$ cat src/rtl/booth_mac_accum.sv
// Streaming saturating accumulator behind the Booth multiplier: sums TERMS signed
// products, then holds the dot-product result until the consumer takes it.
module booth_mac_accum #(
  parameter int PROD_W = 8,
  parameter int ACC_W  = 16,
  parameter int TERMS  = 4,
  localparam int CNT_W = $clog2(TERMS + 1)
) (
  input  logic              clk,
  input  logic              rst,
  input  logic              prod_valid,
  output logic              prod_ready,
  input  logic [PROD_W-1:0] prod_data,
  input  logic              clear,
  output logic              res_valid,
  input  logic              res_ready,
  output logic [ACC_W-1:0]  res_data,
  output logic              res_sat,
  output logic [CNT_W-1:0]  term_cnt
);

  // Handshake rule for both ports: a beat transfers on a rising edge where
  // valid && ready are both high; prod_data is only looked at on that beat.

  typedef enum logic {
    ST_ACCUM = 1'b0,
    ST_HOLD  = 1'b1
  } state_e;

  localparam logic [CNT_W-1:0] LAST_CNT = CNT_W'(TERMS - 1);
  localparam logic [ACC_W-1:0] ACC_MAX  = {1'b0, {(ACC_W-1){1'b1}}};
  localparam logic [ACC_W-1:0] ACC_MIN  = {1'b1, {(ACC_W-1){1'b0}}};

  state_e           state_q, state_d;
  logic [ACC_W-1:0] acc_q, acc_d;
  logic [CNT_W-1:0] cnt_q, cnt_d;
  logic             sat_q, sat_d;

  logic [ACC_W:0]   sum_ext;
  logic             ovf_pos;
  logic             ovf_neg;
  logic [ACC_W-1:0] acc_clamped;
  logic             accept;

  // clear wins over a concurrent product by withdrawing ready.
  assign prod_ready = (state_q == ST_ACCUM) && !clear;
  assign accept     = prod_valid && prod_ready;

  // One guard bit is enough: the two top bits disagree exactly on overflow.
  assign sum_ext = {acc_q[ACC_W-1], acc_q}
                 + {{(ACC_W + 1 - PROD_W){prod_data[PROD_W-1]}}, prod_data};
  assign ovf_pos = (sum_ext[ACC_W:ACC_W-1] == 2'b01);
  assign ovf_neg = (sum_ext[ACC_W:ACC_W-1] == 2'b10);

  always_comb begin
    acc_clamped = sum_ext[ACC_W-1:0];
    if (ovf_pos) acc_clamped = ACC_MAX;
    if (ovf_neg) acc_clamped = ACC_MIN;
  end

  always_comb begin
    state_d = state_q;
    acc_d   = acc_q;
    cnt_d   = cnt_q;
    sat_d   = sat_q;
    if (clear) begin
      state_d = ST_ACCUM;
      acc_d   = '0;
      cnt_d   = '0;
      sat_d   = 1'b0;
    end else begin
      case (state_q)
        ST_ACCUM: begin
          if (accept) begin
            acc_d = acc_clamped;
            sat_d = sat_q | ovf_pos | ovf_neg;
            cnt_d = cnt_q + CNT_W'(1);
            if (cnt_q == LAST_CNT) state_d = ST_HOLD;
          end
        end
        ST_HOLD: begin
          if (res_ready) begin
            state_d = ST_ACCUM;
            acc_d   = '0;
            cnt_d   = '0;
            sat_d   = 1'b0;
          end
        end
        default: state_d = ST_ACCUM;
      endcase
    end
  end

  always_ff @(posedge clk) begin
    if (rst) begin
      state_q <= ST_ACCUM;
      acc_q   <= '0;
      cnt_q   <= '0;
      sat_q   <= 1'b0;
    end else begin
      state_q <= state_d;
      acc_q   <= acc_d;
      cnt_q   <= cnt_d;
      sat_q   <= sat_d;
    end
  end

  // res_valid is the FSM state itself, so the state is visible at the boundary.
  assign res_valid = (state_q == ST_HOLD);
  assign res_data  = acc_q;
  assign res_sat   = sat_q;
  assign term_cnt  = cnt_q;

endmodule

$ cat config.mk
export PLATFORM = sky130hd
export DESIGN_NAME = booth_mac_accum
export DESIGN_NICKNAME = d
export VERILOG_FILES = /design/src/rtl/booth_mac_accum.sv
export SDC_FILE = /design/constraint.sdc
export NUM_CORES = 1
export LEC_CHECK = 0
export CAP_MARGIN = 40
export CELL_PAD_IN_SITES_DETAIL_PLACEMENT = 1
export CELL_PAD_IN_SITES_GLOBAL_PLACEMENT = 2
export CORE_ASPECT_RATIO = 1.2
export CORE_MARGIN = 8
export CORE_UTILIZATION = 33
export DETAILED_ROUTE_END_ITERATION = 10
export GPL_ROUTABILITY_DRIVEN = 0
export HOLD_SLACK_MARGIN = 0.08
export PLACE_DENSITY = 0.88
export SYNTH_ARGS = -nofsm -noshare
export SYNTH_HDL_FRONTEND = slang
export SYNTH_SLANG_ARGS = --single-unit
$ cat constraint.sdc
create_clock -name clk -period 4.5 [get_ports clk]
set_input_delay 1.35 -clock clk [delete_from_list [all_inputs] [get_ports clk]]
set_output_delay 1.35 -clock clk [all_outputs]
set_load 0.02 [all_outputs]
==> results.py, run 1 <==
metrics = {
    "timing": {
        "final_hold_viol_count": 0,
        "setup_viol": 0,
        "fin_setup_tns_ps": 0,
        "maxSlewViolCount": 0,
        "hold_ws_ps": 475.4,
        "worst_pin_slew_ps": 566.1,
        "max_freq_mhz": 239.3,
        "relSlewSlack": 0.6226,
        "grt_setup_unrepaired": "no",
        "clock_skew_ps": 2.935,
        "period_share": 0.9285,
        "period_needed_ps": 4178,
    },
    "clocking": {
        "numCtsBuffers": 3,
        "cts_sinks": 21,
        "ctsRootBufferMaster": "clkbuf_8",
        "cts_tree": "built",
        "post_cts_buffers": 0,
        "ctsResizeCount": 0,
        "cts_buffer_depth": 2,
        "cts_hold_buffers": 0,
        "cts_max_level": 1,
        "insertion_delay_ps": 270,
        "clk_pin_slew_ps": 90,
    },
    "routing": {
        "antenna_left": 0,
        "vias_per_cell": 5.510,
        "dr.pass1.iters": 4,
        "routed_wl_um": 5014,
        "drc": 0,
        "drt-wirelength-per-cell_um": 16.83,
        "vias": 1642,
        "drt-initial-drc-count": 58,
    },
    "global_routing": {
        "grt_max_degree": 15,
        "grt.busiest_layer": "met2",
        "use_met2": 0.2347,
        "grt_util_met1": 0.1718,
        "grt_overflow": 0,
        "grt_pass1_vias": 1753,
        "grt_usage": 0.1372,
        "antenna_found_initial": 0,
        "use_met3": 0.01604,
        "grt_pass1_wl_um": 8549,
    },
    "power_and_ir_drop": {
        "pwr-share-comb": 0.327,
        "powerDensity_mw_per_mm2": 230.5,
        "leakage_nw": 0.8213,
        "power.total_mw": 0.4941,
        "p_sw_mw": 0.1705,
        "cellInternalPower_mw": 0.3235,
        "swShare": 0.3452,
        "ir_worst_vdd_mv": 0.1262,
        "pwr-share-clk": 0.274,
        "p_seq_frac": 0.399,
    },
    "final_layout": {
        "area_growth_syn_to_layout_pct": 23.86,
        "nNetsFinal": 269,
        "layoutNonFillerInstCount": 298,
        "diodes": 0,
        "fin_util": 0.4131,
        "drive_gt1_frac": 0.09322,
        "nFillCells": 630,
        "multi_input_area_sq_mm": 0.001244,
        "final-seq-area_sq_um": 420.4,
    },
    "worst_hold_path": {
        "whs_path_depth": 2,
        "min_path_type": "reg2reg",
        "min_from": "res_data[10]",
    },
    "synthesis": {
        "syn_inst": 205,
        "synth-edff-count": 0,
        "ys_ff_latch": 21,
        "postSynth.asyncResetShare": 0,
        "yosysTopAreaCell": "dfxtp_1",
        "ys_types": 49,
        "synth_common_cells": "23 x a21oi_1, 21 x dfxtp_1, 21 x nand2_1, 18 x ha_1, 15 x nor2_1",
        "synth.area.top_cells": "dfxtp_1 24%, ha_1 13%, a21oi_1 6.7%",
        "synthesis.area_sq_mm": 0.001730,
        "synth_top_area_share": 0.2430,
        "synth_nets": 237,
        "yosysWarnings": 0,
        "ys_seq_area_frac": 0.2430,
        "avgSynthCellArea_sq_um": 8.441,
        "synth.most_common_cell": "a21oi_1",
        "synthFlopType": "dfxtp_1",
    },
    "placement": {
        "dp.cells": 294,
        "hpwl_um": 3956,
        "numPortBuffers": 34,
    },
    "setup_path": {
        "reg2reg_depth": 9,
        "crit_path_cell_trace": "clkdlybuf4s50_1, ha_1, o211ai_1, o211a_1, a211o_1, a21oi_4, or2_1, o21ai_0, a211oi_1",
        "end_kind": "flop",
        "worstSetupStartpoint": "prod_data[7]",
        "cp.required_ps": 4680,
        "cp.arrival_ps": 4360,
        "critical_path_class": "in2reg",
        "r2r-start": "res_data[0]",
        "start_kind": "input port",
        "slowest_stage": "clkdlybuf4s50_1",
        "max_stage_delay_ps": 640,
        "crit_fanout": 10,
    },
    "die": {
        "dieArea_sq_mm": 0.007827,
        "core-area_sq_mm": 0.005189,
        "die_w_um": 82.11,
        "start_util": 0.3335,
        "io_pins": 35,
        "num_rows": 29,
        "chipHeight_um": 95.33,
    },
    "outcome": {
        "outcome": "complete, no violations",
    },
    "flow_run": {
        "maxCapViolations": 0,
    },
}
==> logic make-up after synthesis <==
family          count (synthesis)  synth area share
flops                          21            0.2429
compound gates                 85            0.3608
fa+ha+maj                      19            0.1417
simple gates                   57            0.1504
xor+xnor                       13           0.06580
buf+inv                        10           0.03831
==> through the flow <==
stage                     cell area (sq um)  setup WS, ps
after detailed placement               2097         48.00
final                                  2143         321.7
after CTS                              2143         327.2
after global routing                   2143         89.03
after floorplan                        1730         998.5
after global placement                 2090         99.77
==> area by class of cell <==
type | instances | area share
multi-input combinational | 174 | 0.5803
sequential | 21 | 0.1961
timing repair buffer | 35 | 0.1623
tap | 62 | 0.03619
clock buffer | 3 | 0.01926
inverter | 2 | 0.003503
clock inverter | 1 | 0.002335
==> worst max-delay path: cells and delay by family <==
family	cells	cell delay, ps
AOI/OAI and AO/OA	6	1410
adders and majority gates	1	530
buffers and inverters	1	640
and+or+nand+nor	1	410
==> sequential cells by signal (all words and copies together) (netlist names) <==
signal / cells
res_data: 16
res_sat: 1
term_cnt: 3
res_valid: 1
==> power by group through the flow <==
stage | Sequential [mW] | Combinational, mW | Clock [mW]
finish | 0.197 | 0.161 | 0.136
global route | 0.198 | 0.179 | 0.144
CTS | 0.197 | 0.162 | 0.139
detailed placement | 0.201 | 0.162 | 0
global placement | 0.201 | 0.160 | 0
floorplan | 0.207 | 0.111 | 0
==> placed cells by master (no fill, tap or decap), types with 3 or more instances in the layout <==
cell type | netlist | routed
nor3_1 | 4 | 4
nand2_1 | 21 | 21
clkdlybuf4s50_1 | 0 | 34
o21ai_1 | 4 | 4
o21ai_0 | 8 | 8
nor2b_1 | 3 | 3
o21ai_2 | 6 | 6
o311ai_0 | 3 | 3
nand3_1 | 4 | 4
o211ai_1 | 4 | 4
a211oi_1 | 10 | 10
a21o_1 | 5 | 5
dfxtp_1 | 21 | 21
ha_1 | 18 | 18
xor2_1 | 8 | 8
a21oi_1 | 23 | 23
nor2_1 | 15 | 15
xnor2_1 | 5 | 5
a31oi_1 | 3 | 3
clkbuf_8 | 0 | 3
==> layer usage <==
metal | vias to the layer above | share of wire
met4 | 0 | 0.011
met1 | 788 | 0.46
li1 | 832 | -
met2 | 20 | 0.50
met3 | 2 | 0.029
met5 | - | 0
==> final timing paths <==
check | endpoint | slack, ps
worst max-delay path | res_data[2] | 320
worst min-delay path | res_data[10] | 480
worst max register to register | res_data[10] | 1640
worst min register to register | res_data[10] | 480
Power figures use the tool's default switching activity.
==> inputs of run 2 (changes only) <==
Settings changed: SLEW_MARGIN set to 0.
==> results of run 2 <==
No change in the layout: final DEF, timing and power equal those of run 1.
==> inputs of run 3 (changes only) <==
Settings changed: ABC_CLOCK_PERIOD_IN_PS set to 4500.
==> results of run 3 <==
No change in the layout: final DEF, timing and power equal those of run 1.
